--- config.mk ---
export PLATFORM = sky130hd
export DESIGN_NAME = i2c_frame_transmitter_flat
export DESIGN_NICKNAME = d
export VERILOG_FILES = /design/src/rtl/i2c_tx_pkg.sv /design/src/rtl/i2c_frame_transmitter_if.sv /design/src/rtl/i2c_frame_transmitter_half_period_timer.sv /design/src/rtl/i2c_frame_transmitter.sv /design/src/flat_wrapper.sv
export SDC_FILE = /design/constraint.sdc
export NUM_CORES = 1
export LEC_CHECK = 0
export ABC_AREA = 1
export CAP_MARGIN = 20
export CORE_MARGIN = 2
export CORE_UTILIZATION = 40
export CTS_CLUSTER_SIZE = 12
export DETAILED_ROUTE_END_ITERATION = 7
export DONT_BUFFER_PORTS = 1
export MAX_ROUTING_LAYER = met4
export PLACE_DENSITY = 0.61
export SLEW_MARGIN = 15
export SYNTH_ARGS = -nofsm -noshare
export SYNTH_HDL_FRONTEND = slang
export SYNTH_SLANG_ARGS = --single-unit
--- constraint.sdc ---
create_clock -name fpga_clock -period 2.3 [get_ports fpga_clock]
set_input_delay 0.345 -clock fpga_clock [delete_from_list [all_inputs] [get_ports fpga_clock]]
set_output_delay 0.345 -clock fpga_clock [all_outputs]
set_load 0.01 [all_outputs]
--- src/rtl/i2c_tx_pkg.sv ---
// Shared types and constants for the I2C-style frame transmitter.
// Optional parity bit enabled by defining I2C_TX_PARITY_BIT_EN.
package i2c_tx_pkg;

  localparam int SCAN_CODE_WIDTH = 8;

`ifdef I2C_TX_PARITY_BIT_EN
  localparam int FRAME_BITS = SCAN_CODE_WIDTH + 1;
`else
  localparam int FRAME_BITS = SCAN_CODE_WIDTH;
`endif

  localparam int BIT_IDX_W = $clog2(FRAME_BITS);

  typedef enum logic [2:0] {
    IDLE,
    START,
    BIT_LOW,
    BIT_HIGH,
    STOP_LOW,
    STOP_HIGH,
    BUS_FREE
  } tx_state_e;

  // Odd parity: data ones plus parity bit always totals an odd count.
  function automatic logic odd_parity(input logic [SCAN_CODE_WIDTH-1:0] data);
    return ~^data;
  endfunction

endpackage

--- src/rtl/i2c_frame_transmitter_if.sv ---
// Request handshake and serial line bundle between a requester and the transmitter.
interface i2c_frame_transmitter_if;
  import i2c_tx_pkg::*;

  logic [SCAN_CODE_WIDTH-1:0] tx_data;
  logic                       tx_valid;
  logic                       tx_ready;
  logic                       tx_done;
  logic                       sda;
  logic                       scl;

  modport master (
    output tx_data,
    output tx_valid,
    input  tx_ready,
    input  tx_done,
    input  sda,
    input  scl
  );

  modport slave (
    input  tx_data,
    input  tx_valid,
    output tx_ready,
    output tx_done,
    output sda,
    output scl
  );

endinterface

--- src/rtl/i2c_frame_transmitter_half_period_timer.sv ---
// Free-running 0..HALF_PERIOD_CYCLES-1 counter; tc marks the last cycle of each phase.
module half_period_timer #(
  parameter int HALF_PERIOD_CYCLES = 250
) (
  input  logic clk,
  input  logic rst,
  input  logic restart,
  output logic tc
);

  localparam int CNT_W = (HALF_PERIOD_CYCLES > 1) ? $clog2(HALF_PERIOD_CYCLES) : 1;
  localparam logic [CNT_W-1:0] LAST = CNT_W'(HALF_PERIOD_CYCLES - 1);

  logic [CNT_W-1:0] cnt;

  always_ff @(posedge clk) begin
    if (rst || restart) begin
      cnt <= '0;
    end else if (cnt == LAST) begin
      cnt <= '0;
    end else begin
      cnt <= cnt + CNT_W'(1);
    end
  end

  // Wrapping on tc keeps every phase exactly HALF_PERIOD_CYCLES long.
  assign tc = (cnt == LAST) && !restart;

endmodule

--- src/rtl/i2c_frame_transmitter.sv ---
// Serialises one scan code per handshake as start, MSB-first bits, stop, bus-free.
// Define I2C_TX_PARITY_BIT_EN to append an odd parity bit after the data bits.
module i2c_frame_transmitter
  import i2c_tx_pkg::*;
#(
  parameter int HALF_PERIOD_CYCLES = 250
) (
  input  logic                   fpga_clock,
  input  logic                   reset,
  i2c_frame_transmitter_if.slave bus
);

  localparam logic [BIT_IDX_W-1:0] LAST_BIT = BIT_IDX_W'(FRAME_BITS - 1);

  tx_state_e              state;
  tx_state_e              state_nx;
  logic [BIT_IDX_W-1:0]   bit_idx;
  logic [FRAME_BITS-1:0]  frame;
  logic                   tx_done_q;
  logic                   done_nx;
  logic                   accept;
  logic                   last_bit;
  logic                   tc;
  logic                   sda_c;
  logic                   scl_c;

  half_period_timer #(
    .HALF_PERIOD_CYCLES(HALF_PERIOD_CYCLES)
  ) u_timer (
    .clk     (fpga_clock),
    .rst     (reset),
    .restart (state == IDLE),
    .tc      (tc)
  );

  assign accept   = (state == IDLE) && bus.tx_valid;
  assign last_bit = (bit_idx == LAST_BIT);

  always_comb begin
    state_nx = state;
    done_nx  = 1'b0;
    unique case (state)
      IDLE:      if (accept) state_nx = START;
      START:     if (tc) state_nx = BIT_LOW;
      BIT_LOW:   if (tc) state_nx = BIT_HIGH;
      BIT_HIGH:  if (tc) state_nx = last_bit ? STOP_LOW : BIT_LOW;
      STOP_LOW:  if (tc) state_nx = STOP_HIGH;
      STOP_HIGH: if (tc) state_nx = BUS_FREE;
      BUS_FREE: begin
        if (tc) begin
          state_nx = IDLE;
          done_nx  = 1'b1;
        end
      end
      default:   state_nx = IDLE;
    endcase
  end

  always_comb begin
    sda_c = 1'b1;
    scl_c = 1'b1;
    unique case (state)
      IDLE:      begin sda_c = 1'b1; scl_c = 1'b1; end
      START:     begin sda_c = 1'b0; scl_c = 1'b1; end
      BIT_LOW:   begin sda_c = frame[FRAME_BITS-1]; scl_c = 1'b0; end
      BIT_HIGH:  begin sda_c = frame[FRAME_BITS-1]; scl_c = 1'b1; end
      STOP_LOW:  begin sda_c = 1'b0; scl_c = 1'b0; end
      STOP_HIGH: begin sda_c = 1'b0; scl_c = 1'b1; end
      BUS_FREE:  begin sda_c = 1'b1; scl_c = 1'b1; end
      default:   begin sda_c = 1'b1; scl_c = 1'b1; end
    endcase
  end

  always_ff @(posedge fpga_clock) begin
    if (reset) begin
      state     <= IDLE;
      tx_done_q <= 1'b0;
      bit_idx   <= '0;
    end else begin
      state     <= state_nx;
      tx_done_q <= done_nx;
      if (accept) begin
        bit_idx <= '0;
      end else if ((state == BIT_HIGH) && tc && !last_bit) begin
        bit_idx <= bit_idx + BIT_IDX_W'(1);
      end
    end
  end

  // Shift register holds the frame MSB-first; it only moves on BIT_HIGH -> BIT_LOW.
  always_ff @(posedge fpga_clock) begin
    if (accept) begin
`ifdef I2C_TX_PARITY_BIT_EN
      frame <= {bus.tx_data, odd_parity(bus.tx_data)};
`else
      frame <= bus.tx_data;
`endif
    end else if ((state == BIT_HIGH) && tc) begin
      frame <= {frame[FRAME_BITS-2:0], 1'b0};
    end
  end

  assign bus.sda      = sda_c;
  assign bus.scl      = scl_c;
  assign bus.tx_ready = (state == IDLE);
  assign bus.tx_done  = tx_done_q;

endmodule

--- src/flat_wrapper.sv ---
// flat-port wrapper written by rule: the top's interface ports become plain ports
module i2c_frame_transmitter_flat import i2c_tx_pkg::*;
#(
  parameter int HALF_PERIOD_CYCLES = 250
)
  (fpga_clock, reset, bus_tx_data, bus_tx_valid, bus_tx_ready, bus_tx_done, bus_sda, bus_scl);
  i2c_frame_transmitter_if bus_i ();
  input  logic fpga_clock;
  input  logic reset;
  input wire logic [$bits(bus_i.tx_data)-1:0] bus_tx_data;
  input wire logic [$bits(bus_i.tx_valid)-1:0] bus_tx_valid;
  output wire logic [$bits(bus_i.tx_ready)-1:0] bus_tx_ready;
  output wire logic [$bits(bus_i.tx_done)-1:0] bus_tx_done;
  output wire logic [$bits(bus_i.sda)-1:0] bus_sda;
  output wire logic [$bits(bus_i.scl)-1:0] bus_scl;
  assign bus_i.tx_data = bus_tx_data;
  assign bus_i.tx_valid = bus_tx_valid;
  assign bus_tx_ready = bus_i.tx_ready;
  assign bus_tx_done = bus_i.tx_done;
  assign bus_sda = bus_i.sda;
  assign bus_scl = bus_i.scl;
  i2c_frame_transmitter #(.HALF_PERIOD_CYCLES(HALF_PERIOD_CYCLES)) u_core (.fpga_clock(fpga_clock), .reset(reset), .bus(bus_i));
endmodule
==> metrics, run 1 <==
status finished clean; Die Y-Extent 56.62 um; Die ar. 3205 um2; Final WS setup ~0.71 ns; RSZ-0062 raised after global routing no; Residual DRC 0; IO Pins 15; core box area 2686 um2; worst slack, placed 0.7754 ns; DR pass1 iterations 4; Slowest-stage cell, CP dfxtp_1; CP required between 1.5 and 2 ns; Syn-to-layout area delta 4.520%; Worst Setup EP bus_scl; crit path DAT 1.25 ns; RR Endpoint u_core.frame[5]; post-synthesis sequential area ratio 0.4881; initial antenna violation count 0; vias in the first global route 762; Layout Utilization 0.4308; CTS tree done; R2R cell count 5; startpoint class of the critical path flop; crit-path max cell delay around 0.49 ns; Final ANT Viol Nets 0; Final Critical Period around 1.6 ns; WL per Instance about 11 um; Worst Tran Pin Value 0.3431 ns; worst r2r src u_core.state[1]; clock transition time at the flip-flop clock pins of the worst setup and hold paths between 0.1 and 0.15 ns; Pwr Density 670.8 nW/um2; Placed Area 1130 um2; Leak Pwr about 0.5 nW; DRT iter0 DRCs 22; post-DR vias/cell 4.899; WS Path Type reg -> out; CP endpoint kind primary output; Total Wirelength between 1.5 and 2 mm; Yosys warnings 0; Fmax between 600 and 700 MHz; GRT Total Usage 0.1317; Worst Hold Class in -> reg; post-route cell area 1157 um2; hold slack between 0.06 and 0.07 ns; syn_nets 150; Fin Setup TNS 0 ns; pin count of the biggest net entering global routing 15; Post-Syn Area 1107 um2; Initial Utilization 0.4122; vias 823; final setup vio count 0; CP Cell Sequence nand2_1 -> inv_1 -> nor2_1 -> o21ai_0; clk_skew 0.008721 ns; Syn Inst Count 135; DP Cell Count 164; RD Place Congestion 0.8217; fin cells between 150 and 200; CTS Hold Bufs 0; CTS root buf clkbuf_4; Tot Pwr between 700 and 800 uW; relative slew slack 0.7688; share of cells above drive strength 1 0.1241; Max-cap violations 0; htree depth 1; Diodes inserted 0; register bit total from synthesis 23; global-route wire length before repair approximately 3.2 mm; later-pin clock latency in the skew report 0.31 ns; period utilisation layout 0.6923; worst IR drop on VDD 351.6 uV; Post-CTS Resized 0; crit path launch u_core.state[1]; clk sinks 23; clk buf depth 2; Reg2Reg Setup Slack 0.79 ns; Core Rows 19; clock buffer count from CTS 3; final-stage net count 153; crit-path max FO 8; syn_area_per_cell 8.202 um2; final hold vios 0; Netlist cell types 25; Slew Viols, Final 0; setup bufs post-CTS 0; IO Port Bufs 0; dpl hpwl 1.401 mm; aggregate global routing overflow 0; Chip Width roughly 57 um
[layout by cell type (no fill, tap or decap)]
master    count
a21oi_2       2
nor3_1        1
inv_1        14
clkinv_2      1
nor2_1       16
nor2_2        4
o21ai_0       5
clkbuf_4      3
nor4_1        1
o22ai_1       1
nand3_2       2
nand3b_1      1
edfxtp_1      8
dfxtp_1      15
nand2_1      41
nand2_4       2
inv_2         1
nand4_1       2
nand3_1       4
nor3b_1       1
ha_1          4
xor2_1        3
a31oi_1       1
nand2_2       2
a21oi_1       2
[area by class of cell]
type	count	area (um2)
Tap cell	31	38.79
Clock inverter	1	5.005
Fill cell	269	1529
Multi-Input combinational cell	95	494.2
Inverter	15	56.30
Clock buffer	3	22.52
Sequential cell	23	540.5
[registers in the layout, indices dropped and copies added, names as in the netlist]
signal and count:
u_core.bit_idx 3, u_core.bus.tx_done 1, u_core.frame 8, u_core.state 3, u_core.u_timer.cnt 8
[where the power goes]
group          internal (mW)  switching, mW  total (mW)
registers              0.458         0.0177       0.476
clock network         0.0649          0.126       0.191
logic                 0.0327         0.0764       0.109
total                  0.556          0.220       0.776
[logic make-up (layout without fill, tap and decap cells)]
logic type / after synthesis / in the layout / synth area share
simple gates: 77 / 77 / 0.3186
compound gates: 11 / 11 / 0.05876
buf+inv: 17 / 19 / 0.06553
flops: 23 / 23 / 0.4881
fa+ha+maj: 4 / 4 / 0.04520
xor+xnor: 3 / 3 / 0.02373
[per-layer routing]
metal / part of all wire / vias up / GRT usage
met5: 0 / - / -
met4: 0.013 / 0 / 0.06122
met3: 0.051 / 2 / 0.02535
met2: 0.42 / 16 / 0.1844
met1: 0.52 / 371 / 0.1826
li1: - / 434 / -
[critical path: cells and delay by family, from the launching register on]
kind | cells | cell delay (ns)
flops | 1 | 0.49
simple gates | 2 | 0.18
buf+inv | 1 | 0.11
compound gates | 1 | 0.16
[Yosys cell counts]
library cell,number,area share
a21oi_1,2,0.0090
a21oi_2,2,0.016
a31oi_1,1,0.0057
buf_2,1,0.0045
buf_6,1,0.010
dfxtp_1,15,0.27
edfxtp_1,8,0.22
ha_1,4,0.045
inv_1,14,0.047
inv_2,1,0.0034
nand2_1,41,0.14
nand2_2,2,0.011
nand2_4,2,0.020
nand3_1,4,0.018
nand3_2,2,0.018
nand3b_1,1,0.0068
nand4_1,2,0.011
nor2_1,16,0.054
nor2_2,4,0.023
nor3_1,1,0.0045
nor3b_1,1,0.0068
nor4_1,1,0.0057
o21ai_0,5,0.023
o22ai_1,1,0.0057
xor2_1,3,0.024
[worst min path at each step]
stage | startpoint | endpoint | slack, ns | depth (start not counted)
finish | reset | u_core.state[2] | 0.07 | 1
global placement | reset | u_core.state[2] | 0.41 | 1
global route | reset | u_core.state[2] | 0.05 | 1
floorplan | reset | u_core.state[2] | 0.41 | 1
detailed placement | reset | u_core.state[2] | 0.41 | 1
CTS | reset | u_core.state[2] | 0.06 | 1
Note: power is estimated with default switching activity, not from simulation.
==> run 2, diff against run 1 <==
==> constraint.sdc (replaced) <==
create_clock -name fpga_clock -period 1.64 [get_ports fpga_clock]
set_input_delay 0.246 -clock fpga_clock [delete_from_list [all_inputs] [get_ports fpga_clock]]
set_output_delay 0.246 -clock fpga_clock [all_outputs]
set_load 0.01 [all_outputs]
==> metrics, run 2 (synthesized netlist as in run 1, its figures left out) <==
CP required 1.64 ns; CP dominant cell by count nand2_4; Final ANT Viol Nets 0; vias 835; status finished clean; clk sinks 23; Reg2Reg Setup Slack 0.12 ns; worst slack, placed 0.1154 ns; Top Registers u_core.frame x8, u_core.u_timer.cnt x8; global-route wire length before repair 3.284 mm; Post-CTS Resized 0; RR Endpoint u_core.frame[5]; aggregate global routing overflow 0; pin count of the biggest net entering global routing 15; Slew Viols, Final 0; IO Port Bufs 0; Max-cap violations 0; Worst Tran Pin Value 0.3436 ns; Total Wirelength roughly 1.9 mm; IO Pins 15; clk_skew 0.008654 ns; Worst Hold Class in -> reg; dpl hpwl 1.401 mm; GRT Total Usage 0.1332; crit-path max cell delay 0.41 ns; core box area about 2700 um2; Slowest-stage cell, CP dfxtp_1; period utilisation layout 0.9263; commonest non-fill, non-tap cell in the layout nand2_1; later-pin clock latency in the skew report 0.31 ns; Fmax 658.2 MHz; vias in the first global route 769; startpoint class of the critical path flop; clock buffer count from CTS 3; Final Critical Period about 1.5 ns; sequential standard cell area roughly 540 um2; Worst Hold End u_core.frame[6]; crit-path max FO 14; RD Place Congestion 0.8217; worst IR drop on VDD just under 500 uV; WL per Instance roughly 11 um; Die Y-Extent 56.62 um; # fillers 268; CP Cell Sequence nor2_2 -> nand2_4 -> inv_2 -> nand2_4 -> nand2_1; DRT iter0 DRCs 21; Crit path max-delay family simple AND/OR/NAND/NOR gates; Initial Utilization 0.4122; worst hold start bus_tx_data[6]; Diodes inserted 0; Die ar. 3205 um2; final setup vio count 0; Leak Pwr 0.5086 nW; final hold vios 0; htree depth 1; post-route cell area 1167 um2; crit path launch u_core.state[1]; Final WS setup 0.1208 ns; initial antenna violation count 0; CP Buf/Inv Count 1; relative slew slack 0.7685; Chip Width 56.62 um; most frequent cells in the layout 41 x nand2_1, 16 x nor2_1, 15 x dfxtp_1; DR pass1 iterations 4; clk buf depth 2; CTS root buf clkbuf_4; Syn-to-layout area delta 5.424%; RSZ-0062 raised after global routing no; Pwr Density 936.3 nW/um2; CTS tree done; share of cells above drive strength 1 0.1232; post-DR vias/cell about 5; final-stage net count 154; Residual DRC 0; R2R cell count 5; WS Path Type reg -> reg; worst r2r src u_core.state[1]; crit path DAT 1.52 ns; CP endpoint kind flop; clock transition time at the flip-flop clock pins of the worst setup and hold paths 0.14 ns; Core Rows 19; Placed Area 1130 um2; Fin Setup TNS 0 ns; area of the multi-input gates 494.2 um2; hold depth 2
run 2: metrics by stage:
step                cells  hold slack [ns]  utilization  power, mW
finish                169           0.1031       0.4346      1.093
global route          169          0.09866       0.4346      1.150
CTS                   169          0.09243       0.4346      1.103
detailed placement    164           0.3107       0.4206     0.8351
global placement      164           0.3109       0.4206     0.8290
floorplan             135           0.3084            -     0.8127
run 2: repair_timing:
action / in CTS / in global routing
setup buffers: 0 / 0
hold buffers: 1 / 0
hold endpoints to repair: 3 / 0
run 2: how the worst max path moves through the flow:
stage	cells after the start	slack [ns]	to
4_1_cts	5	0.11	u_core.frame[7]
5_1_grt	5	0.005	u_core.frame[5]
3_5_place_dp	5	0.12	u_core.frame[6]
6_report	5	0.12	u_core.frame[5]
3_3_place_gp	5	0.18	u_core.frame[7]
2_1_floorplan	7	0.18	u_core.frame[0]
run 2: area by class of cell:
| class | instances | area share |
|---|---|---|
| sequential | 23 | 0.4630 |
| inverter | 15 | 0.04823 |
| clock buffer | 3 | 0.01929 |
| clock inverter | 1 | 0.004287 |
| multi-input combinational | 95 | 0.4234 |
| timing repair buffer | 1 | 0.008574 |
| tap | 31 | 0.03323 |
run 2: power by group:
part	switching [mW]	leakage, nW	internal [mW]	total [mW]
Combinational	0.110	0.292	0.0475	0.157
Clock	0.177	0.0177	0.0910	0.268
Sequential	0.0251	0.199	0.643	0.668
Total	0.312	0.509	0.781	1.09
run 2: worst reg2reg max path: cells and delay by family (launching register included):
family | cells | cell delay (ns)
DFF | 1 | 0.41
buffers and inverters | 1 | 0.11
and+or+nand+nor | 4 | 0.69
run 2: metal layers:
layer,vias to the layer above,global-route usage,wire length [um]
li1,438,-,-
met1,379,0.1870,959
met2,16,0.1877,803
met3,2,0.02074,83
met4,0,0.06122,23
met5,-,-,0
==> run 3, diff against run 2 <==
--- a/config.mk
+++ b/config.mk
@@ -17,4 +17,5 @@
 export SLEW_MARGIN = 15
 export SYNTH_ARGS = -nofsm -noshare
 export SYNTH_HDL_FRONTEND = slang
+export SYNTH_HIERARCHICAL = 1
 export SYNTH_SLANG_ARGS = --single-unit
==> metrics, run 3 <==
clk sinks 23; DP Cell Count 190; CP required 1.68 ns; Worst Hold End u_core/frame[3]; most common cell in the netlist nand2_1; relative slew slack 0.8159; cell taking the most area after synthesis dfxtp_1; initial antenna violation count 0; hold slack around 0.11 ns; CP dominant cell by count inv_1; final-stage net count around 180; Slew Viols, Final 0; Post-Syn Area 1237 um2; crit path DAT 1.55 ns; share of cells above drive strength 1 0.2099; Fmax about 660 MHz; GR Util met2 0.2104; Die ar. 3555 um2; GR Layer Usage met1 0.1883; clk_skew 0.001168 ns; period utilisation layout 0.9238; Worst Hold Class in -> reg; worst slack, placed between 0.02 and 0.03 ns; # fillers 299; setup bufs post-CTS 0; syn_area_per_cell 8.088 um2; GRT Total Usage 0.1439; htree depth 1; fin cells 195; Total Wirelength 2.116 mm; aggregate global routing overflow 0; most frequent cells after synthesis 48 x nand2_1, 15 x dfxtp_1, 14 x inv_1, 13 x nor2_1; Synth area leaders dfxtp_1 24%, edfxtp_1 19%, nand2_1 15%, inv_1 4.2%, ha_1 4.0%; Core Rows 20; Initial Utilization 0.4121; RSZ-0062 raised after global routing no; clk buf depth 2; post-DR vias/cell 4.897; commonest non-fill, non-tap cell in the layout nand2_1; Slowest-stage cell, CP dfxtp_2; syn_nets around 170; CP Buf/Inv Count 4; pin count of the biggest net entering global routing 16; GRT busiest layer met2; DRT iter0 DRCs 66; most used flip-flop cell after synthesis dfxtp_1; Final Critical Period 1.515 ns; Crit path depth 9; Diodes inserted 0; Pwr Density 860.2 nW/um2; WS Path Type reg -> reg; worst hold start bus_tx_data[3]; CTS root buf clkbuf_4; CP endpoint kind flop; later-pin clock latency in the skew report around 0.31 ns; IO Pins 15; RR Endpoint u_core/frame[3]; clock buffer count from CTS 3; RD Place Congestion 0.8597; Syn Inst Count 153; CP Cell Sequence inv_1 -> ha_1 -> inv_1 -> nor2_1 -> nand2_2 -> nor2_4 -> inv_2 -> o21ai_2 -> buf_6; crit-path max cell delay 0.36 ns; worst r2r src u_core/u_timer/cnt[1]; Final WS setup 0.1249 ns; crit-path max FO 8; GR Util met3 0.03930; Syn-to-layout area delta 8.797%; Layout Utilization 0.4483; worst IR drop on VDD around 330 uV; hold depth 2; global-route wire length before repair 3.801 mm; share of the synthesized area in the top cell type 0.2427; Crit path max-delay family flip-flops; Die Y-Extent 59.62 um; DR pass1 iterations 4; clock transition time at the flip-flop clock pins of the worst setup and hold paths roughly 0.12 ns; post-synthesis sequential area ratio 0.4368; CTS tree done; Post-synth EDFFs 8; dpl hpwl between 1.5 and 2 mm; Tot Pwr ~1.2 mW; vias 955; Netlist cell types 28; Max-cap violations 0; WL per Instance 10.85 um; asr flop ratio synth 0; Top Registers u_core/frame x8, u_core/u_timer/cnt x8; most frequent cells in the layout 48 x nand2_1, 14 x dfxtp_1, 13 x inv_1; Chip Width between 50 and 60 um; Leak Pwr about 0.52 nW; Worst Tran Pin Value between 0.2 and 0.3 ns; IO Port Bufs 0; status finished clean; Yosys warnings 6; Residual DRC 0; core box area around 3000 um2; R2R cell count 9; Fin Setup TNS 0 ns; startpoint class of the critical path flop; final setup vio count 0; final hold vios 0; Reg2Reg Setup Slack about 0.12 ns; Final ANT Viol Nets 0; post-route cell area 1346 um2; register bit total from synthesis 23; Placed Area 1297 um2; vias in the first global route 933
## run 3: cell types whose count changed after synthesis, moves of 2 or more
cell	delta
nand2_1	+7
nand2_2	+4
a21oi_1	+5
nor2_2	-3
buf_6	+3
nor2_1	-3
nand3_1	+4
xor2_1	-2
## run 3: kinds of logic (layout without fill, tap and decap cells)
family	after synthesis	in the layout	synth area share
XOR/XNOR	2	2	0.01416
buffers and inverters	22	31	0.09504
adder cells (fa/ha/maj)	4	4	0.04045
AND/OR/NAND/NOR	87	87	0.3468
AO/OA/AOI/OAI	15	15	0.06673
flip-flops	23	23	0.4368
## run 3: routing by layer
layer  up-vias  part of all wire
met5         -                 0
li1        500                 -
met3         4             0.040
met1       437              0.48
met4         0             0.017
met2        14              0.46
## run 3: worst max-delay path by stage
| stage | start | endpoint | slack [ns] |
|---|---|---|---|
| after global placement | u_core/u_timer/cnt[1] | u_core/frame[0] | 0.06 |
| after floorplan | u_core/u_timer/cnt[0] | u_core/frame[0] | 0.0001 |
| after global routing | u_core/u_timer/cnt[1] | u_core/frame[4] | 0.006 |
| after detailed placement | u_core/u_timer/cnt[1] | u_core/frame[0] | 0.03 |
| final | u_core/u_timer/cnt[1] | u_core/frame[3] | 0.12 |
| after CTS | u_core/u_timer/cnt[1] | u_core/frame[0] | 0.007 |
## run 3: area by class of cell
cell class                      instances  area, um2  area share
Multi-Input combinational cell        108      590.6      0.4387
Clock buffer                            4      26.28     0.01952
Inverter                               18      72.57     0.05390
Tap cell                               33      41.29     0.03067
Sequential cell                        23      541.8      0.4024
Timing Repair Buffer                    9      73.82     0.05483
## run 3: worst register-to-register path, cell delays in order (launching register included)
cell and delay (ns):
dfxtp_2 0.36, inv_1 0.05, ha_1 0.13, inv_1 0.03, nor2_1 0.12, nand2_2 0.10, nor2_4 0.10, inv_2 0.06
o21ai_2 0.14, buf_6 0.15
## run 3: where the power goes
group          internal, mW  switching [mW]
Combinational        0.0833           0.150
Clock                0.0949           0.166
Sequential            0.643          0.0213
## run 3: timing repair
| item | in CTS | in global routing |
|---|---|---|
| gates resized for setup | 0 | 5 |
| setup endpoints to repair | 0 | 13 |
| hold buffers | 1 | 0 |
| hold endpoints to repair | 2 | 0 |
